===== src/rtl/hazard_sequencer_if.sv =====
// Decode-stage hazard interface between the LEGv8 control path and the stall/flush sequencer.
// master = pipeline side supplying ID/EX status, slave = sequencer driving enables.
interface hazard_sequencer_if;
   logic [31:0] id_instr;
   logic        ex_is_load;
   logic [4:0]  ex_rd;
   logic        br_taken;
   logic        pc_write;
   logic        ifid_write;
   logic        idex_bubble;
   logic        ifid_flush;
   logic        mul_start;
   logic        mul_busy;
   logic [1:0]  state;

   modport master (
      output id_instr, ex_is_load, ex_rd, br_taken,
      input  pc_write, ifid_write, idex_bubble, ifid_flush, mul_start, mul_busy, state
   );

   modport slave (
      input  id_instr, ex_is_load, ex_rd, br_taken,
      output pc_write, ifid_write, idex_bubble, ifid_flush, mul_start, mul_busy, state
   );
endinterface


===== src/rtl/hazard_sequencer.sv =====
// Stall/flush sequencer for the 5-stage LEGv8 pipeline: load-use stalls, MUL occupancy, branch flush.
// Optional macro HAZ_PERF_CNT_EN adds a saturating stall-cycle counter output stall_cnt.
module hazard_sequencer #(
   parameter int MUL_LAT   = 4,
   parameter int FLUSH_CYC = 1
) (
   input  logic              clk,
   input  logic              reset,
   hazard_sequencer_if.slave hz
`ifdef HAZ_PERF_CNT_EN
   ,
   output logic [15:0]       stall_cnt
`endif
);

   typedef enum logic [1:0] {
      ST_RUN   = 2'b00,
      ST_MUL   = 2'b01,
      ST_FLUSH = 2'b10,
      ST_BAD   = 2'b11
   } state_t;

   localparam logic [3:0] MUL_RELOAD   = 4'((MUL_LAT > 1) ? (MUL_LAT - 2) : 0);
   localparam logic [3:0] FLUSH_RELOAD = 4'((FLUSH_CYC > 1) ? (FLUSH_CYC - 2) : 0);

   state_t     state_q, state_d;
   logic [3:0] cnt_q, cnt_d;

   logic [10:0] op11;
   logic [4:0]  rn, rm, rt;
   logic        is_mul, is_b, is_blt, uses_rn, uses_rm, uses_rt, lu;
   logic        pc_write, ifid_write, idex_bubble, ifid_flush, mul_start, mul_busy;

   always_comb begin
      op11    = hz.id_instr[31:21];
      rn      = hz.id_instr[9:5];
      rm      = hz.id_instr[20:16];
      rt      = hz.id_instr[4:0];
      is_mul  = (op11 == 11'b10011011000) && (hz.id_instr[15:10] == 6'b011111);
      is_b    = (hz.id_instr[31:26] == 6'b000101);
      is_blt  = (hz.id_instr[31:24] == 8'b01010100) && (rt == 5'b01011);
      uses_rn = !(is_b || is_blt);
      uses_rm = (op11 == 11'b10101011000) || (op11 == 11'b11101011000) || is_mul;
      uses_rt = (op11 == 11'b11111000000) || (hz.id_instr[31:24] == 8'b10110100);
      // X31 is XZR and never carries a real dependency.
      lu      = hz.ex_is_load && (hz.ex_rd != 5'd31) &&
                ((uses_rn && (hz.ex_rd == rn)) ||
                 (uses_rm && (hz.ex_rd == rm)) ||
                 (uses_rt && (hz.ex_rd == rt)));
   end

   always_ff @(posedge clk) begin
      if (reset) begin
         state_q <= ST_RUN;
         cnt_q   <= 4'd0;
      end else begin
         state_q <= state_d;
         cnt_q   <= cnt_d;
      end
   end

   always_comb begin
      state_d     = ST_RUN;
      cnt_d       = cnt_q;
      pc_write    = 1'b1;
      ifid_write  = 1'b1;
      idex_bubble = 1'b0;
      ifid_flush  = 1'b0;
      mul_start   = 1'b0;
      mul_busy    = 1'b0;
      case (state_q)
         ST_RUN: begin
            if (lu) begin
               pc_write    = 1'b0;
               ifid_write  = 1'b0;
               idex_bubble = 1'b1;
            end else if (is_mul) begin
               mul_start = 1'b1;
               if (MUL_LAT > 1) begin
                  state_d = ST_MUL;
                  cnt_d   = MUL_RELOAD;
               end
            end else if (hz.br_taken) begin
               ifid_flush = 1'b1;
               if (FLUSH_CYC > 1) begin
                  state_d = ST_FLUSH;
                  cnt_d   = FLUSH_RELOAD;
               end
            end
         end
         ST_MUL: begin
            pc_write    = 1'b0;
            ifid_write  = 1'b0;
            idex_bubble = 1'b1;
            mul_busy    = 1'b1;
            if (cnt_q != 4'd0) begin
               state_d = ST_MUL;
               cnt_d   = cnt_q - 4'd1;
            end
         end
         ST_FLUSH: begin
            ifid_flush = 1'b1;
            if (cnt_q != 4'd0) begin
               state_d = ST_FLUSH;
               cnt_d   = cnt_q - 4'd1;
            end
         end
         default: state_d = ST_RUN;
      endcase
      // Reset overrides everything so ID/EX and IF/ID are held at NOP.
      if (reset) begin
         pc_write    = 1'b0;
         ifid_write  = 1'b0;
         idex_bubble = 1'b1;
         ifid_flush  = 1'b1;
         mul_start   = 1'b0;
         mul_busy    = 1'b0;
      end
   end

   assign hz.pc_write    = pc_write;
   assign hz.ifid_write  = ifid_write;
   assign hz.idex_bubble = idex_bubble;
   assign hz.ifid_flush  = ifid_flush;
   assign hz.mul_start   = mul_start;
   assign hz.mul_busy    = mul_busy;
   assign hz.state       = reset ? 2'b00 : state_q;

`ifdef HAZ_PERF_CNT_EN
   always_ff @(posedge clk) begin
      if (reset) begin
         stall_cnt <= 16'd0;
      end else if (!pc_write && (stall_cnt != 16'hFFFF)) begin
         stall_cnt <= stall_cnt + 16'd1;
      end
   end
`endif

endmodule


===== src/flat_wrapper.sv =====
// flat-port wrapper written by rule: the top's interface ports become plain ports
module hazard_sequencer_flat 
#(
   parameter int MUL_LAT   = 4,
   parameter int FLUSH_CYC = 1
)
  (clk, reset, hz_id_instr, hz_ex_is_load, hz_ex_rd, hz_br_taken, hz_pc_write, hz_ifid_write, hz_idex_bubble, hz_ifid_flush, hz_mul_start, hz_mul_busy, hz_state);
  hazard_sequencer_if hz_i ();
  input  logic clk;
  input  logic reset;
  input wire logic [$bits(hz_i.id_instr)-1:0] hz_id_instr;
  input wire logic [$bits(hz_i.ex_is_load)-1:0] hz_ex_is_load;
  input wire logic [$bits(hz_i.ex_rd)-1:0] hz_ex_rd;
  input wire logic [$bits(hz_i.br_taken)-1:0] hz_br_taken;
  output wire logic [$bits(hz_i.pc_write)-1:0] hz_pc_write;
  output wire logic [$bits(hz_i.ifid_write)-1:0] hz_ifid_write;
  output wire logic [$bits(hz_i.idex_bubble)-1:0] hz_idex_bubble;
  output wire logic [$bits(hz_i.ifid_flush)-1:0] hz_ifid_flush;
  output wire logic [$bits(hz_i.mul_start)-1:0] hz_mul_start;
  output wire logic [$bits(hz_i.mul_busy)-1:0] hz_mul_busy;
  output wire logic [$bits(hz_i.state)-1:0] hz_state;
  assign hz_i.id_instr = hz_id_instr;
  assign hz_i.ex_is_load = hz_ex_is_load;
  assign hz_i.ex_rd = hz_ex_rd;
  assign hz_i.br_taken = hz_br_taken;
  assign hz_pc_write = hz_i.pc_write;
  assign hz_ifid_write = hz_i.ifid_write;
  assign hz_idex_bubble = hz_i.idex_bubble;
  assign hz_ifid_flush = hz_i.ifid_flush;
  assign hz_mul_start = hz_i.mul_start;
  assign hz_mul_busy = hz_i.mul_busy;
  assign hz_state = hz_i.state;
  hazard_sequencer #(.MUL_LAT(MUL_LAT), .FLUSH_CYC(FLUSH_CYC)) u_core (.clk(clk), .reset(reset), .hz(hz_i));
endmodule

===== config.mk =====
export PLATFORM = sky130hd
export DESIGN_NAME = hazard_sequencer_flat
export DESIGN_NICKNAME = d
export VERILOG_FILES = /design/src/rtl/hazard_sequencer_if.sv /design/src/rtl/hazard_sequencer.sv /design/src/flat_wrapper.sv
export SDC_FILE = /design/constraint.sdc
export NUM_CORES = 1
export LEC_CHECK = 0
export ABC_AREA = 1
export CAP_MARGIN = 25
export CELL_PAD_IN_SITES_DETAIL_PLACEMENT = 0
export CELL_PAD_IN_SITES_GLOBAL_PLACEMENT = 1
export CORE_ASPECT_RATIO = 1.25
export CORE_MARGIN = 2
export CORE_UTILIZATION = 26
export CTS_BUF_LIST = sky130_fd_sc_hd__clkbuf_8
export CTS_CLUSTER_SIZE = 12
export DETAILED_ROUTE_END_ITERATION = 12
export PLACE_DENSITY_LB_ADDON = 0.1
export SLEW_MARGIN = 15
export SYNTH_ARGS = -nofsm -noshare
export SYNTH_HDL_FRONTEND = slang
export SYNTH_SLANG_ARGS = --single-unit

===== constraint.sdc =====
create_clock -name clk -period 2.8 [get_ports clk]
set_input_delay 0.84 -clock clk [delete_from_list [all_inputs] [get_ports clk]]
set_output_delay 0.84 -clock clk [all_outputs]
set_load 0.005 [all_outputs]

==> impl_metrics.tcl <==
set metrics [dict create \
    crit_path_start_kind "input port" \
    pin_count 49 \
    diodes 0 \
    worstHoldPathType "reg -> reg" \
    drtIter0Drc 21 \
    h-tree-depth 1 \
    io_buffers 48 \
    synth.distinct_cells 28 \
    grt_pass1_wl_um 4730 \
    cts_sinks 6 \
    syn_nets 213 \
    cts_buffers 3 \
    die-width_um 58.6 \
    hold_depth 2 \
    tightestPinTransition_ns 0.362 \
    chipHeight_um 72.2 \
    arrival_ns 1.89 \
    leakage_nw 0.789 \
    swShare_pct 29.3 \
    cp_max_fo 3 \
    synthMuxAreaShare_pct 0 \
    grtUsageTotal_pct 13.8 \
    antenna_found_initial 0 \
    synthXorXnorAreaFrac_pct 8.15 \
    crit_type "in -> out" \
    core_area_sq_mm 0.00351 \
    initial_utilization_pct 27.5 \
    dp_hpwl_um 2350 \
    synth_compound_area_share_pct 6.73 \
    dieArea_sq_mm 0.00423 \
    internal-power_mw 0.251 \
    vias 1182 \
    fin_hold_ws_ns 0.532 \
    seqCellArea_sq_um 120 \
    crit_buf_inv 2 \
    synthAdderAreaFrac_pct 6.47 \
    gp_congestion 0.822 \
    drt-wirelength-per-cell_um 10.3 \
    grt_pass1_vias 1206 \
    min_period_over_period_pct 97.4 \
    vias_per_cell 4.49 \
    wl_um 2700 \
    synth_top_family_by_area "simple AND/OR/NAND/NOR gates" \
    vdd_ir_drop_max_uv 288 \
    areaGrowthSynthToFinish_pct 64.0 \
    fp-row-count 24 \
    avgSynthCellArea_sq_um 5.79 \
    syn_area_sq_um 967 \
    finalSetupViolations 0 \
    fillCellCount 393 \
    hold_path_startpoint "u_core.cnt_q[1]" \
    status "finished, final reports clean" \
    path_clk_slew_ns 0.04 \
    fmax_ghz 0.367 \
    multiInputGateArea_sq_um 823 \
    yosysSeqAreaShare_pct 12.4 \
    clk_latency_ns 0.23 \
    clockRootBuffer "clkbuf_8" \
    setup_tns_ns 0 \
    r2r_end "u_core.cnt_q[3]" \
    dr.pass1.iters 4 \
    p_clk_share_pct 37.7 \
    critPathCaptureType "primary output" \
    maxCapViolations 0 \
    postCtsHoldBufs 0 \
    clk_path_buf_depth 2 \
    synth_warnings 0 \
    grt_max_degree 7 \
    timing.rr.start "u_core.state_q[0]" \
    drv_slew 0 \
    synth_simple_gate_area_share_pct 53.0 \
    critPathMaxStageDelay_ns 0.21 \
    finalHoldViolations 0 \
    cts_tree "done" \
    drive_gt1_share_pct 43.3 \
    relSlewSlack_pct 75.9 \
    combinationalPowerShare_pct 38.1 \
    nets 272 \
    cp.required_ns 1.96 \
    drc 0 \
    rsz0062_at_grt "yes" \
    hold-path-endpoint "u_core.cnt_q[1]" \
    worst_clock_skew_ns 0.00225 \
    synth-seq-cells 6 \
    r2r_slack_ns 1.25 \
    seq_power_share_pct 24.2 \
    p_switching_mw 0.104 \
    crit_family "simple AND/OR/NAND/NOR gates" \
    critPathSlowestCell "or2_0" \
    crit_top_cell "nand2_2" \
    p_total_mw 0.355 \
    ant_nets 0 \
    grt_overflow_total 0 \
    syn-instance-count 167 \
    crit_chain "buf_8, nor2_4, nand2_2, or2_0, nand2_1, nand2_2, nand3_4, nand2_2, nand3b_1, nor2_1, buf_2" \
    rr_worst_depth 8 \
    power_density_mw_per_mm2 224 \
    finalCriticalPeriod_ns 2.73 \
]
-- tightest hold or removal path, stage by stage, from the launching register on --
cell	delay, ns
dfxtp_1	0.35
a21oi_1	0.05
nor2_1	0.09
-- worst max path at each step --
stage	startpoint	endpoint	slack (ns)	cells after the start
3_3_place_gp	hz_ex_rd[2]	hz_ifid_write	-0.74	12
6_report	hz_id_instr[27]	hz_mul_start	0.07	11
3_5_place_dp	hz_ex_rd[2]	hz_pc_write	-0.78	12
4_1_cts	hz_id_instr[23]	hz_mul_start	0.002	12
5_1_grt	hz_id_instr[27]	hz_mul_start	-0.03	11
2_1_floorplan	hz_id_instr[26]	hz_pc_write	0.15	11
-- power groups by stage --
| stage | combinational, mW | sequential [mW] | clock (mW) |
|---|---|---|---|
| 6_report | 0.135 | 0.0859 | 0.134 |
| 5_1_grt | 0.149 | 0.0858 | 0.141 |
| 4_1_cts | 0.121 | 0.0859 | 0.135 |
| 3_5_place_dp | 0.135 | 0.0873 | 0 |
| 3_3_place_gp | 0.135 | 0.0873 | 0 |
| 2_1_floorplan | 0.0504 | 0.0873 | 0 |
-- cell usage after synthesis --
cell	number	area share (%)
nand2_2	3	1.9
nor2_2	5	3.2
nand2_1	42	16
a21oi_1	3	1.6
o21a_1	1	0.78
nor2_4	1	1.2
nor3_1	4	2.1
xor2_1	1	0.91
a31oi_1	1	0.65
a21oi_4	1	1.7
nand3_1	7	3.6
inv_1	27	10
ha_1	5	6.5
nand3_2	3	3.1
o21ai_0	3	1.6
nand3_4	2	3.6
nor2_1	26	10
buf_4	1	0.78
xnor2_1	8	7.2
or2_0	1	0.65
or2_2	2	1.3
inv_2	5	1.9
o21ai_1	1	0.52
nor4_1	1	0.65
nand2_4	1	1.2
nand3b_1	2	1.6
dfxtp_1	6	12
nand4_1	4	2.6
-- state kept, by name, summed over array words and instances (netlist names) --
register,flops
u_core.cnt_q,4
u_core.state_q,2
-- final cells by class --
type	count	share of cell area, %
Sequential cell	6	7.57
Tap cell	39	3.08
Inverter	32	7.89
Timing Repair Buffer	55	27.0
Multi-Input combinational cell	128	51.9
Clock buffer	3	2.60
-- placed cells by master, fill, tap and decap left out, types with 6 or more instances in the layout --
master    synthesis  final
nand2_1          42     36
inv_1            27     21
nor2_1           26     19
buf_4             1     13
buf_2             0     11
clkbuf_2          0     10
inv_2             5      9
nand2_2           3      9
buf_6             0      9
nor2_2            5      7
nand3_2           3      7
nor2_4            1      6
dfxtp_1           6      6
-- metrics by stage --
stage	utilization, %	std cells	setup WS [ns]	area, sq um
finish	45.2	263	0.0730	1590
detailed placement	43.7	259	-0.777	1530
CTS	43.2	263	0.00201	1520
global route	45.2	263	-0.0292	1590
floorplan	-	167	0.148	967
global placement	43.7	259	-0.743	1530
-- per-layer routing --
layer / GRT usage (%) / part of all wire [%]
met1: 14.7 / 37
met2: 27.2 / 57
met3: 1.78 / 4.9
met4: 3.88 / 0.74
met5: 0 / 0
-- cells by family after synthesis --
| group | after synthesis |
|---|---|
| simple gates | 104 |
| buf+inv | 33 |
| flops | 6 |
| xor+xnor | 9 |
| fa+ha+maj | 5 |
| compound gates | 10 |
-- timing repair --
| item | CTS | global route |
|---|---|---|
| endpoints found under the hold margin | 0 | 0 |
| gates resized for setup | 146 | 57 |
| setup buffers | 1 | 0 |
| pin swaps | 45 | 45 |
| endpoints found under the setup margin | 8 | 5 |
Power figures use the tool's default switching activity.
